==> src/rtl/fetch_stage.sv <==
// -----------------------------------------------------------------------------
// fetch_stage
//
// Y86-64 style pipelined fetch stage. Decodes the ten instruction bytes
// presented at f_pc, computes the fall-through address (valP) and the
// predicted next PC, and registers the fetched fields into the decode-stage
// pipeline register (D_*). F_predPC is the only other state held.
//
// Parameters
//   RESET_PC    value loaded into F_predPC on reset
//
// Ports
//   clk         single clock, all state updates on the rising edge
//   rst_n       synchronous active-low reset
//   f_pc        fetch address chosen by the PC-select stage
//   imem_data   ten bytes at f_pc, byte k at [8k+7:8k]
//   imem_error  instruction memory address fault for this fetch
//   F_stall     hold F_predPC
//   D_stall     hold the whole D register (wins over D_bubble)
//   D_bubble    load a nop bubble into the D register
//   imem_addr   instruction memory address (= f_pc, combinational)
//   F_predPC    registered predicted next PC
//   D_stat, D_icode, D_ifun, D_rA, D_rB, D_valC, D_valP
//               registered decode-stage pipeline register
// -----------------------------------------------------------------------------
module fetch_stage #(
    parameter logic [63:0] RESET_PC = 64'h0
) (
    input  logic        clk,
    input  logic        rst_n,
    input  logic [63:0] f_pc,
    input  logic [79:0] imem_data,
    input  logic        imem_error,
    input  logic        F_stall,
    input  logic        D_stall,
    input  logic        D_bubble,
    output logic [63:0] imem_addr,
    output logic [63:0] F_predPC,
    output logic [2:0]  D_stat,
    output logic [3:0]  D_icode,
    output logic [3:0]  D_ifun,
    output logic [3:0]  D_rA,
    output logic [3:0]  D_rB,
    output logic [63:0] D_valC,
    output logic [63:0] D_valP
);

    // Status codes
    localparam logic [2:0] STAT_AOK = 3'd1;
    localparam logic [2:0] STAT_HLT = 3'd2;
    localparam logic [2:0] STAT_ADR = 3'd3;
    localparam logic [2:0] STAT_INS = 3'd4;

    // Instruction codes
    localparam logic [3:0] I_HALT   = 4'h0;
    localparam logic [3:0] I_NOP    = 4'h1;
    localparam logic [3:0] I_RRMOVQ = 4'h2;
    localparam logic [3:0] I_IRMOVQ = 4'h3;
    localparam logic [3:0] I_RMMOVQ = 4'h4;
    localparam logic [3:0] I_MRMOVQ = 4'h5;
    localparam logic [3:0] I_OPQ    = 4'h6;
    localparam logic [3:0] I_JXX    = 4'h7;
    localparam logic [3:0] I_CALL   = 4'h8;
    localparam logic [3:0] I_PUSHQ  = 4'hA;
    localparam logic [3:0] I_POPQ   = 4'hB;

    localparam logic [3:0] R_NONE   = 4'hF;

    // Fetched (pre-register) fields
    logic [3:0]  f_icode;
    logic [3:0]  f_ifun;
    logic        instr_valid;
    logic        need_regids;
    logic        need_valc;
    logic [3:0]  f_ra;
    logic [3:0]  f_rb;
    logic [63:0] f_valc;
    logic [63:0] f_valp;
    logic [63:0] f_pred_pc;
    logic [2:0]  f_stat;

    assign imem_addr = f_pc;

    // NOTE: every signal written in this block gets a default first, so no
    // path leaves it unassigned and no latch is inferred.
    always_comb begin
        f_icode     = imem_data[7:4];
        f_ifun      = imem_data[3:0];
        need_regids = 1'b0;
        need_valc   = 1'b0;
        f_ra        = R_NONE;
        f_rb        = R_NONE;
        f_valc      = 64'd0;

        // A faulting fetch is turned into a nop; everything downstream
        // (register ids, constant, valP) is then derived from that nop.
        if (imem_error) begin
            f_icode = I_NOP;
            f_ifun  = 4'h0;
        end

        instr_valid = (f_icode <= I_POPQ);

        case (f_icode)
            I_RRMOVQ, I_OPQ, I_PUSHQ, I_POPQ: need_regids = 1'b1;
            I_IRMOVQ, I_RMMOVQ, I_MRMOVQ: begin
                need_regids = 1'b1;
                need_valc   = 1'b1;
            end
            I_JXX, I_CALL: need_valc = 1'b1;
            default: ;
        endcase

        if (need_regids) begin
            f_ra = imem_data[15:12];
            f_rb = imem_data[11:8];
        end

        // Constant sits right after the register byte when there is one.
        if (need_valc) begin
            f_valc = need_regids ? imem_data[79:16] : imem_data[71:8];
        end

        // Wraps modulo 2^64 by construction.
        f_valp = f_pc + 64'd1 + {63'd0, need_regids}
                      + (need_valc ? 64'd8 : 64'd0);

        f_pred_pc = (f_icode == I_JXX || f_icode == I_CALL) ? f_valc : f_valp;

        if (imem_error) begin
            f_stat = STAT_ADR;
        end else if (!instr_valid) begin
            f_stat = STAT_INS;
        end else if (f_icode == I_HALT) begin
            f_stat = STAT_HLT;
        end else begin
            f_stat = STAT_AOK;
        end
    end

    // NOTE: non-blocking assignments so every register samples the values
    // present before the edge, independent of statement order.
    always_ff @(posedge clk) begin
        if (!rst_n) begin
            F_predPC <= RESET_PC;
            D_stat   <= STAT_AOK;
            D_icode  <= I_NOP;
            D_ifun   <= 4'h0;
            D_rA     <= R_NONE;
            D_rB     <= R_NONE;
            D_valC   <= 64'd0;
            D_valP   <= 64'd0;
        end else begin
            if (!F_stall) begin
                F_predPC <= f_pred_pc;
            end

            // Stall outranks bubble: the D register simply holds.
            if (!D_stall) begin
                if (D_bubble) begin
                    D_stat  <= STAT_AOK;
                    D_icode <= I_NOP;
                    D_ifun  <= 4'h0;
                    D_rA    <= R_NONE;
                    D_rB    <= R_NONE;
                    D_valC  <= 64'd0;
                    D_valP  <= 64'd0;
                end else begin
                    D_stat  <= f_stat;
                    D_icode <= f_icode;
                    D_ifun  <= f_ifun;
                    D_rA    <= f_ra;
                    D_rB    <= f_rb;
                    D_valC  <= f_valc;
                    D_valP  <= f_valp;
                end
            end
        end
    end

endmodule

==> config.mk <==
export PLATFORM = sky130hd
export DESIGN_NAME = fetch_stage
export DESIGN_NICKNAME = d
export VERILOG_FILES = /design/src/rtl/fetch_stage.sv
export SDC_FILE = /design/constraint.sdc
export NUM_CORES = 1
export LEC_CHECK = 0
export BUFFER_PORTS_ARGS = -buffer_cell sky130_fd_sc_hd__buf_4
export CAP_MARGIN = 20
export CORE_ASPECT_RATIO = 1.4
export CORE_MARGIN = 2
export CORE_UTILIZATION = 25
export DETAILED_ROUTE_END_ITERATION = 6
export GPL_ROUTABILITY_DRIVEN = 1
export HOLD_SLACK_MARGIN = 0.02
export PLACE_DENSITY = 0.47
export SLEW_MARGIN = 0
export SYNTH_ARGS = -nofsm -noshare
export SYNTH_HDL_FRONTEND = slang
export SYNTH_SLANG_ARGS = --single-unit
==> constraint.sdc <==
create_clock -name clk -period 5.22 [get_ports clk]
set_clock_uncertainty 0.2 [all_clocks]
set_input_delay 0.783 -clock clk [delete_from_list [all_inputs] [get_ports clk]]
set_output_delay 0.783 -clock clk [all_outputs]
set_load 0.03 [all_outputs]
; ---- Word-level counts from Yosys, hierarchy flattened
; Cells that the tools add are included.
[totals]
word_cells = 45
register_bits = 211
out_inout_bits = 275
[classes]
n_mux = 20
n_eq_ne = 9
n_lt_le_gt_ge = 1
n_reduce_logical = 4
addsub = 3
[ops]
columns = operator, n
row1 = $mux 64, 5
row2 = $add 64x1->64, 1
row3 = $add 64x1->64 const B, 1
row4 = $add 64x4->64, 1
row5 = $mux 4, 9
row6 = $eq 4x3->1 const B, 4
row7 = $eq 4x4->1 const B, 3
row8 = $mux 3, 3
row9 = $eq 4x2->1 const B, 2
row10 = $reduce_or 7->1, 1
row11 = $reduce_or 5->1, 1
row12 = $le 4x4->1 const B, 1
row13 = $logic_not 4->1, 1
row14 = $mux 1, 2
row15 = $mux 2, 1
row16 = $logic_or 1x1->1, 1

; ---- Logic depth before layout (Yosys ltp)
; Gate-level depths: netlist (run 1).
[depth]
depth_word = 7
mapped_depth = 16

; ---- Worst setup path after synthesis (run 1)
; No wires, ideal clock.
[synth_path]
kind = input to register
from = in imem_data[5]
to = reg F_predPC[36]
path_stages = 16
arrival_ns = 3.867
n_path_buf = 3
setup_time_ns = 0.138
path_slack_ns = 1.015
cell_sequence = buf_2 -> a21oi_1 -> mux2i_2 -> nor2_1 -> inv_1 -> buf_2 -> buf_2 -> ha_1 -> inv_1 -> ha_1 -> nand4_1 -> a2111oi_4 -> nand3_2 -> or3_1 -> xor2_1 -> o221ai_1
[synth_via]
elab_chain_len = 7
word_cells_on_any_way = 21
cone_classes = 2 x add/sub / 9 x eq/ne / 7 x mux / 3 x reduce/logical
[synth_rtl]
columns = item, line_no
row1 = start: declaration, 32  ; input logic [79:0] imem_data,
row2 = $mux 4 *, 97  ; if (imem_error) begin
row3 = $eq 4x2->1 (tied with other cells), 104  ; case (f_icode)
row4 = $reduce_or 7->1 (no source line) or $reduce_or 5->1 (tied branches), -
row5 = $mux 1, 104
row6 = $add 64x1->64 (tied with other cells), 125  ; f_valp = f_pc + 64'd1 + {63'd0, need_regids}
row7 = $add 64x4->64 or $mux 64 (tied branches), "126, 120"
row8 = $mux 64 *, 128  ; f_pred_pc = (f_icode == I_JXX || f_icode == I_CALL) ? f_valc : f_valp;
row9 = end signal: assignment, 155  ; F_predPC <= f_pred_pc;
row10 = end: declaration, 38  ; output logic [63:0] F_predPC,
; Every way passes the cells marked *; elsewhere a longest branch is shown, timed or not.
; A chain may end at the register's enable or synchronous reset.

; ---- Final worst setup path (run 1)
[layout_path]
from = in imem_data[5]
to = reg F_predPC[58]
; Same word-level chain as after synthesis.

==> metrics.cfg, run 1 <==
[yosys]
yosysTopAreaCellShare_pct = 41.4
synth_area_leaders = dfxtp_1, nand2_1, nor2_1
netlist_area_um2 = 10200
syn_area_per_cell_um2 = 8.18
synth_edf_count = 0
syn_inst = 1248
synth-seq-cells = 211
synthArstFlopShare_pct = 0
synth_top_area_cell = dfxtp_1
post-synth-top-count-cell = dfxtp_1
syn_nets = 1402
synthTopCellsByCount = dfxtp_1, nand2_1, nor2_1, o21ai_0, clkbuf_1
ys_seq_area_share_pct = 41.4
synth.distinct_cells = 63
synthFlopType = dfxtp_1
ys_warn_count = 0

[sta]
hold_viol_final = 0
tns_ns = 0
max_freq_mhz = 249
post-route-period-util_pct = 76.9
tightest_slew_ns = 1.13
rsz0062_at_grt = false
setup_viol = 0
slew_headroom_pct = 24.9
period_minus_slack_ns = 4.02
slew_viol_final = 0

[power_and_ir_drop]
leakage_nw = 6.05
power_density_nw_per_um2 = 312
fin_total_pwr_mw = 4.45
irDropWorstVdd_mv = 0.162

[floorplan]
core_area_um2 = 40300
dieArea_um2 = 42500
start_util_pct = 25.4
die_height_um = 243
num_rows = 87
io_pins = 425
die_w_um = 175

[worst_setup_path]
cp_num_cells = 14
critPathMaxStageDelay_ns = 0.75
cp-end-kind = flip-flop
r2r-start = F_predPC[50]
reg2reg_slack_ns = 4.11
start_kind = input port
crit_family = compound AO/OA/AOI/OAI gates
slowest_stage = a2111oi_4
cp-startpoint = imem_data[5]
ff2ff_path_depth = 2
r2r-end = F_predPC[50]
worstSetupEndpoint = F_predPC[58]
path_class = in2reg
path_cells = buf_4 > a21oi_1 > mux2i_4 > nor2_1 > inv_1 > ha_1 > inv_1 > ha_1 > nand4_1 > a2111oi_4 > nand3_1 > nor4_1 > o21ai_0 > a21oi_1
required_ns = 5.48
crit_buf_inv = 3
arrival_ns = 4.28
cp_max_fo = 10

[clocking]
tritoncts = built
path_clk_slew_ns = 0.06
htreeDepth = 1
cts_setup_buffers = 0
clk-insertion-delay-late_ns = 0.54
cts_root_buffer = clkbuf_16
cts_made_buffers = 25
cts_hold_buf = 0
cts_resized = 0
ctsLongestPathBuffers = 3
clock_sinks = 211

[place]
io_buffers = 424
gp_congestion = 0.875
hpwl_mm = 39.9
dp_cells = 2069

[route]
drt_iter0_markers = 795
drt-wirelength-per-cell_um = 24.5
viasPerCell = 5.02
routed_wl_mm = 51.7
drc = 0
dr.pass1.iters = 5
vias = 10600
drtAntennaViolNets = 0

[global_route]
antenna_found_initial = 2
first_global_vias = 10400
grt_max_degree = 76
grtUsageTotal_pct = 23.3
grt_pass1_wl_mm = 72.9
grt_overflow_total = 0

[layout]
fin_cells = 2116
layout-drive-gt1-share_pct = 32.4
area_growth_syn_to_layout_pct = 39.6
nets = 1716

[job]
timing.max_cap.violations = 0

[status]
status = finished, final reports clean

[hold_path]
min_path_type = reg2reg
hold_depth = 2

layout by cell type, fill, tap and decap left out, types with 26 or more instances in the layout:
master and instances:
o21ai_0 97, a22oi_1 69, a2bb2oi_1 26, xnor2_1 41
dfxtp_1 211, a21oi_1 67, buf_4 443, nand3_1 50
nand2_1 154, nor2_1 142
how the worst min path moves through the flow:
stage	start	to	slack, ns
2_1_floorplan	D_valP[59]	D_valP[59]	0.37
3_3_place_gp	D_valP[59]	D_valP[59]	0.24
3_5_place_dp	D_valP[60]	D_valP[60]	0.24
4_1_cts	imem_data[13]	D_rA[1]	0.25
5_1_grt	imem_data[13]	D_rA[1]	0.27
6_report	D_valP[60]	D_valP[60]	0.25
power by group:
part           leakage (nW)  switching, mW  internal (mW)  total, mW
combinational          3.89          0.569          0.304      0.873
sequential             1.72         0.0437           1.68       1.72
clock                 0.431          0.755           1.10       1.86
total                  6.05           1.37           3.08       4.45
worst register-to-register path: stages, from the launching register on:
cell	delay, ns
dfxtp_1	0.35
a22oi_1	0.30
o21ai_0	0.14
logic make-up after synthesis:
family | count (synthesis) | synth area share [%]
compound gates | 341 | 22.1
xor+xnor | 54 | 4.63
fa+ha+maj | 4 | 0.490
buf+inv | 168 | 8.71
flops | 211 | 41.4
mux | 34 | 3.47
simple gates | 436 | 19.3
state kept, by name, summed over array words and instances (netlist names):
| register | cells |
|---|---|
| D_ifun | 4 |
| F_predPC | 64 |
| D_rA | 4 |
| D_icode | 4 |
| D_stat | 3 |
| D_rB | 4 |
| D_valP | 64 |
| D_valC | 64 |
stage by stage:
stage / utilization (%) / area [µm²] / hold WS (ns) / worst slack, ns
CTS: 35.4 / 14300 / 0.247 / 1.28
detailed placement: 33.3 / 13400 / 0.238 / 0.727
floorplan: - / 10200 / 0.370 / 1.02
finish: 35.4 / 14300 / 0.252 / 1.20
global route: 35.4 / 14300 / 0.271 / 0.954
global placement: 33.3 / 13400 / 0.236 / 0.787
layout make-up:
type	count	area, µm²
repair buffers	443	3330
fillers	4265	26000
clock inverters	9	98.8
clock buffers	36	757
diodes	2	5.00
well taps	534	668
flip-flops and latches	211	4220
inverters	12	46.3
multi-input cells	869	5130
layer usage:
metal  track usage [%]  vias up  routed length, µm
li1                  -     5018                  -
met1              25.0     5107              18800
met2              44.0      410              27900
met3              3.81       80               2820
met4              10.5        0               2250
met5                 0        -                  0
Note: power is estimated with default switching activity, not from simulation.
==> run 2: changes to the inputs <==
- PLACE_DENSITY: 0.47 -> 0.49
- clock period: 5.22 -> 3.5 ns (I/O delays scaled with it)
==> run 2 against run 1 <==
Net effect:
- die area stayed put
- largest cell class unchanged
- non-clock buffer count is 71 higher
- sequential share of layout area is 1.2 points lower
- sequential cell count stayed put
- sequential power is 49% higher
- worst setup slack worse by 0.67 ns
- first-iteration DRC count is 17% lower
- largest power group unchanged
- total power is 46% higher
==> metrics.cfg, run 2 (synthesized netlist as in run 1, its figures left out) <==
[floorplan]
dieArea_um2 = 42500  ; unchanged
die_height_um = 243  ; unchanged
core_area_um2 = 40300  ; unchanged
io_pins = 425  ; unchanged
start_util_pct = 25.4  ; unchanged
num_rows = 87  ; unchanged
die_w_um = 175  ; unchanged

[layout]
nFillCells = 4331  ; was 4265
final_cell_mix = buf_4, dfxtp_1, nand2_1, nor2_1, o21ai_0  ; unchanged
layout-drive-gt1-share_pct = 35.2  ; was 32.4%
antenna_cells = 0  ; was 2
post-route-util_pct = 36.9  ; was 35.4%
reg_top3 = D_valC x64, D_valP x64, F_predPC x64  ; unchanged
final_common_cell = buf_4  ; unchanged
area_growth_syn_to_layout_pct = 45.6  ; was 39.6%
nets = 1786  ; was 1716

[hold_path]
worstHoldStart = imem_data[9]  ; was D_valP[60]
hold_depth = 3  ; was 2
min_to = D_rB[1]  ; was D_valP[60]
min_path_type = in2reg  ; was reg2reg

[global_route]
grtUsageTotal_pct = 23.1  ; was 23.3%
first_global_vias = 10700  ; was 10400
grt_pass1_wl_mm = 72.7  ; was 72.9 mm
grt_most_used_layer = met2  ; unchanged
grt_overflow_total = 0  ; unchanged
grtUsageMet2_pct = 44.4  ; was 44.0%
grt_max_degree = 99  ; was 76
grt.met1_usage_pct = 24.8  ; was 25.0%
use_met3_pct = 3.51  ; was 3.81%
antenna_found_initial = 0  ; was 2

[place]
hpwl_mm = 40.1  ; was 39.9 mm
dp_slack_ns = 0.00555  ; was 0.727 ns
io_buffers = 424  ; unchanged
gp_congestion = 0.871  ; was 0.875

[sta]
finalWorstSetupSlack_ns = 0.530  ; was 1.20 ns
hold_viol_final = 0  ; unchanged
slew_viol_final = 0  ; unchanged
rsz0062_at_grt = false  ; unchanged
setup_viol = 0  ; unchanged
period_minus_slack_ns = 2.97
max_freq_mhz = 337
slew_headroom_pct = 33.4  ; was 24.9%
holdWs_ns = 0.0501  ; was 0.252 ns
tightest_slew_ns = 0.995  ; was 1.13 ns
tns_ns = 0  ; unchanged
post-route-period-util_pct = 84.8

[worst_setup_path]
r2r-end = F_predPC[53]  ; was F_predPC[50]
ff2ff_path_depth = 3  ; was 2
start_kind = input port  ; unchanged
cp-end-kind = flip-flop  ; unchanged
reg2reg_slack_ns = 2.43  ; was 4.11 ns
path_class = in2reg  ; unchanged
arrival_ns = 3.17  ; was 4.28 ns
required_ns = 3.70  ; was 5.48 ns
cp-startpoint = imem_data[6]  ; was imem_data[5]
r2r-start = F_predPC[53]  ; was F_predPC[50]
cp_max_fo = 6  ; was 10

[clocking]
tritoncts = built  ; unchanged
clk-insertion-delay-late_ns = 0.52  ; was 0.54 ns
htreeDepth = 1  ; unchanged
clock_sinks = 211  ; unchanged
cts_made_buffers = 24  ; was 25
ctsLongestPathBuffers = 3  ; unchanged
path_clk_slew_ns = 0.06  ; about the same
cts_root_buffer = clkbuf_16  ; unchanged
cts_setup_buffers = 0  ; unchanged

[route]
drtAntennaViolNets = 0  ; unchanged
drc = 0  ; unchanged
dr.pass1.iters = 5  ; unchanged
routed_wl_mm = 51.3  ; was 51.7 mm
drt_iter0_markers = 661  ; was 795
viasPerCell = 4.99  ; was 5.02
vias = 10900  ; was 10600
drt-wirelength-per-cell_um = 23.5  ; was 24.5 µm

[power_and_ir_drop]
fin_total_pwr_mw = 6.51  ; was 4.45 mW
power_density_nw_per_um2 = 437  ; was 312 nW/µm²
irDropWorstVdd_mv = 0.290  ; was 0.162 mV
leakage_nw = 6.37  ; was 6.05 nW

[job]
timing.max_cap.violations = 0  ; unchanged

[status]
status = finished, final reports clean  ; unchanged

## run 2: changes by cell type in the layout (fill, tap and decap cells not counted), sizes merged
| cell | previous run | this run |
|---|---|---|
| clkinvlp | 0 | 2 |
| bufinv | 2 | 0 |
| buf | 443 | 507 |
| clkinv | 7 | 4 |
| inv | 12 | 11 |
| diode | 2 | 0 |
| clkbuf | 36 | 38 |
| dlygate4sd3 | 0 | 7 |
## run 2: timing repair
action                                 in CTS  in global routing
endpoints found under the hold margin       7                  0
resized for setup                           0                  0
hold buffers                                7                  0
## run 2: layout make-up
cell class,instances,area (µm²),area share (%)
Clock buffer,38,764,5.14
Clock inverter,5,30.0,0.202
Inverter,12,46.3,0.311
Multi-Input combinational cell,869,5190,34.9
Sequential cell,211,4220,28.4
Tap cell,534,668,4.49
Timing Repair Buffer,514,3950,26.5
## run 2: routing by layer
| metal | wire length [µm] | vias to the layer above |
|---|---|---|
| met3 | 2920 | 77 |
| met1 | 18500 | 5252 |
| met4 | 2150 | 0 |
| met2 | 27700 | 419 |
| li1 | - | 5146 |
| met5 | 0 | - |
## run 2: metrics by stage
stage               cells  area (µm²)
finish               2183       14900
global route         2183       14900
global placement     2132       14000
detailed placement   2132       14000
CTS                  2182       14800
floorplan            1248       10300
## run 2: critical path, stage by stage
cell and delay, ns:
buf_4 0.13, nor2b_1 0.15, o31ai_4 0.34, inv_2 0.12, ha_4 0.30, nand4_1 0.14
a2111oi_4 0.38, buf_4 0.20, nand3_2 0.14, or3_1 0.39, xor2_1 0.21, o221ai_1 0.13
## run 2: worst max-delay path by stage
stage / to
global placement: F_predPC[58]
floorplan: F_predPC[36]
finish: F_predPC[36]
global route: F_predPC[62]
CTS: F_predPC[62]
detailed placement: F_predPC[54]
## run 2: report_power, final
part	internal, mW	total (mW)	leakage (nW)	switching [mW]
registers	2.50	2.56	1.72	0.0636
clock network	1.49	2.58	0.390	1.09
logic	0.509	1.37	4.26	0.857
total	4.50	6.51	6.37	2.01
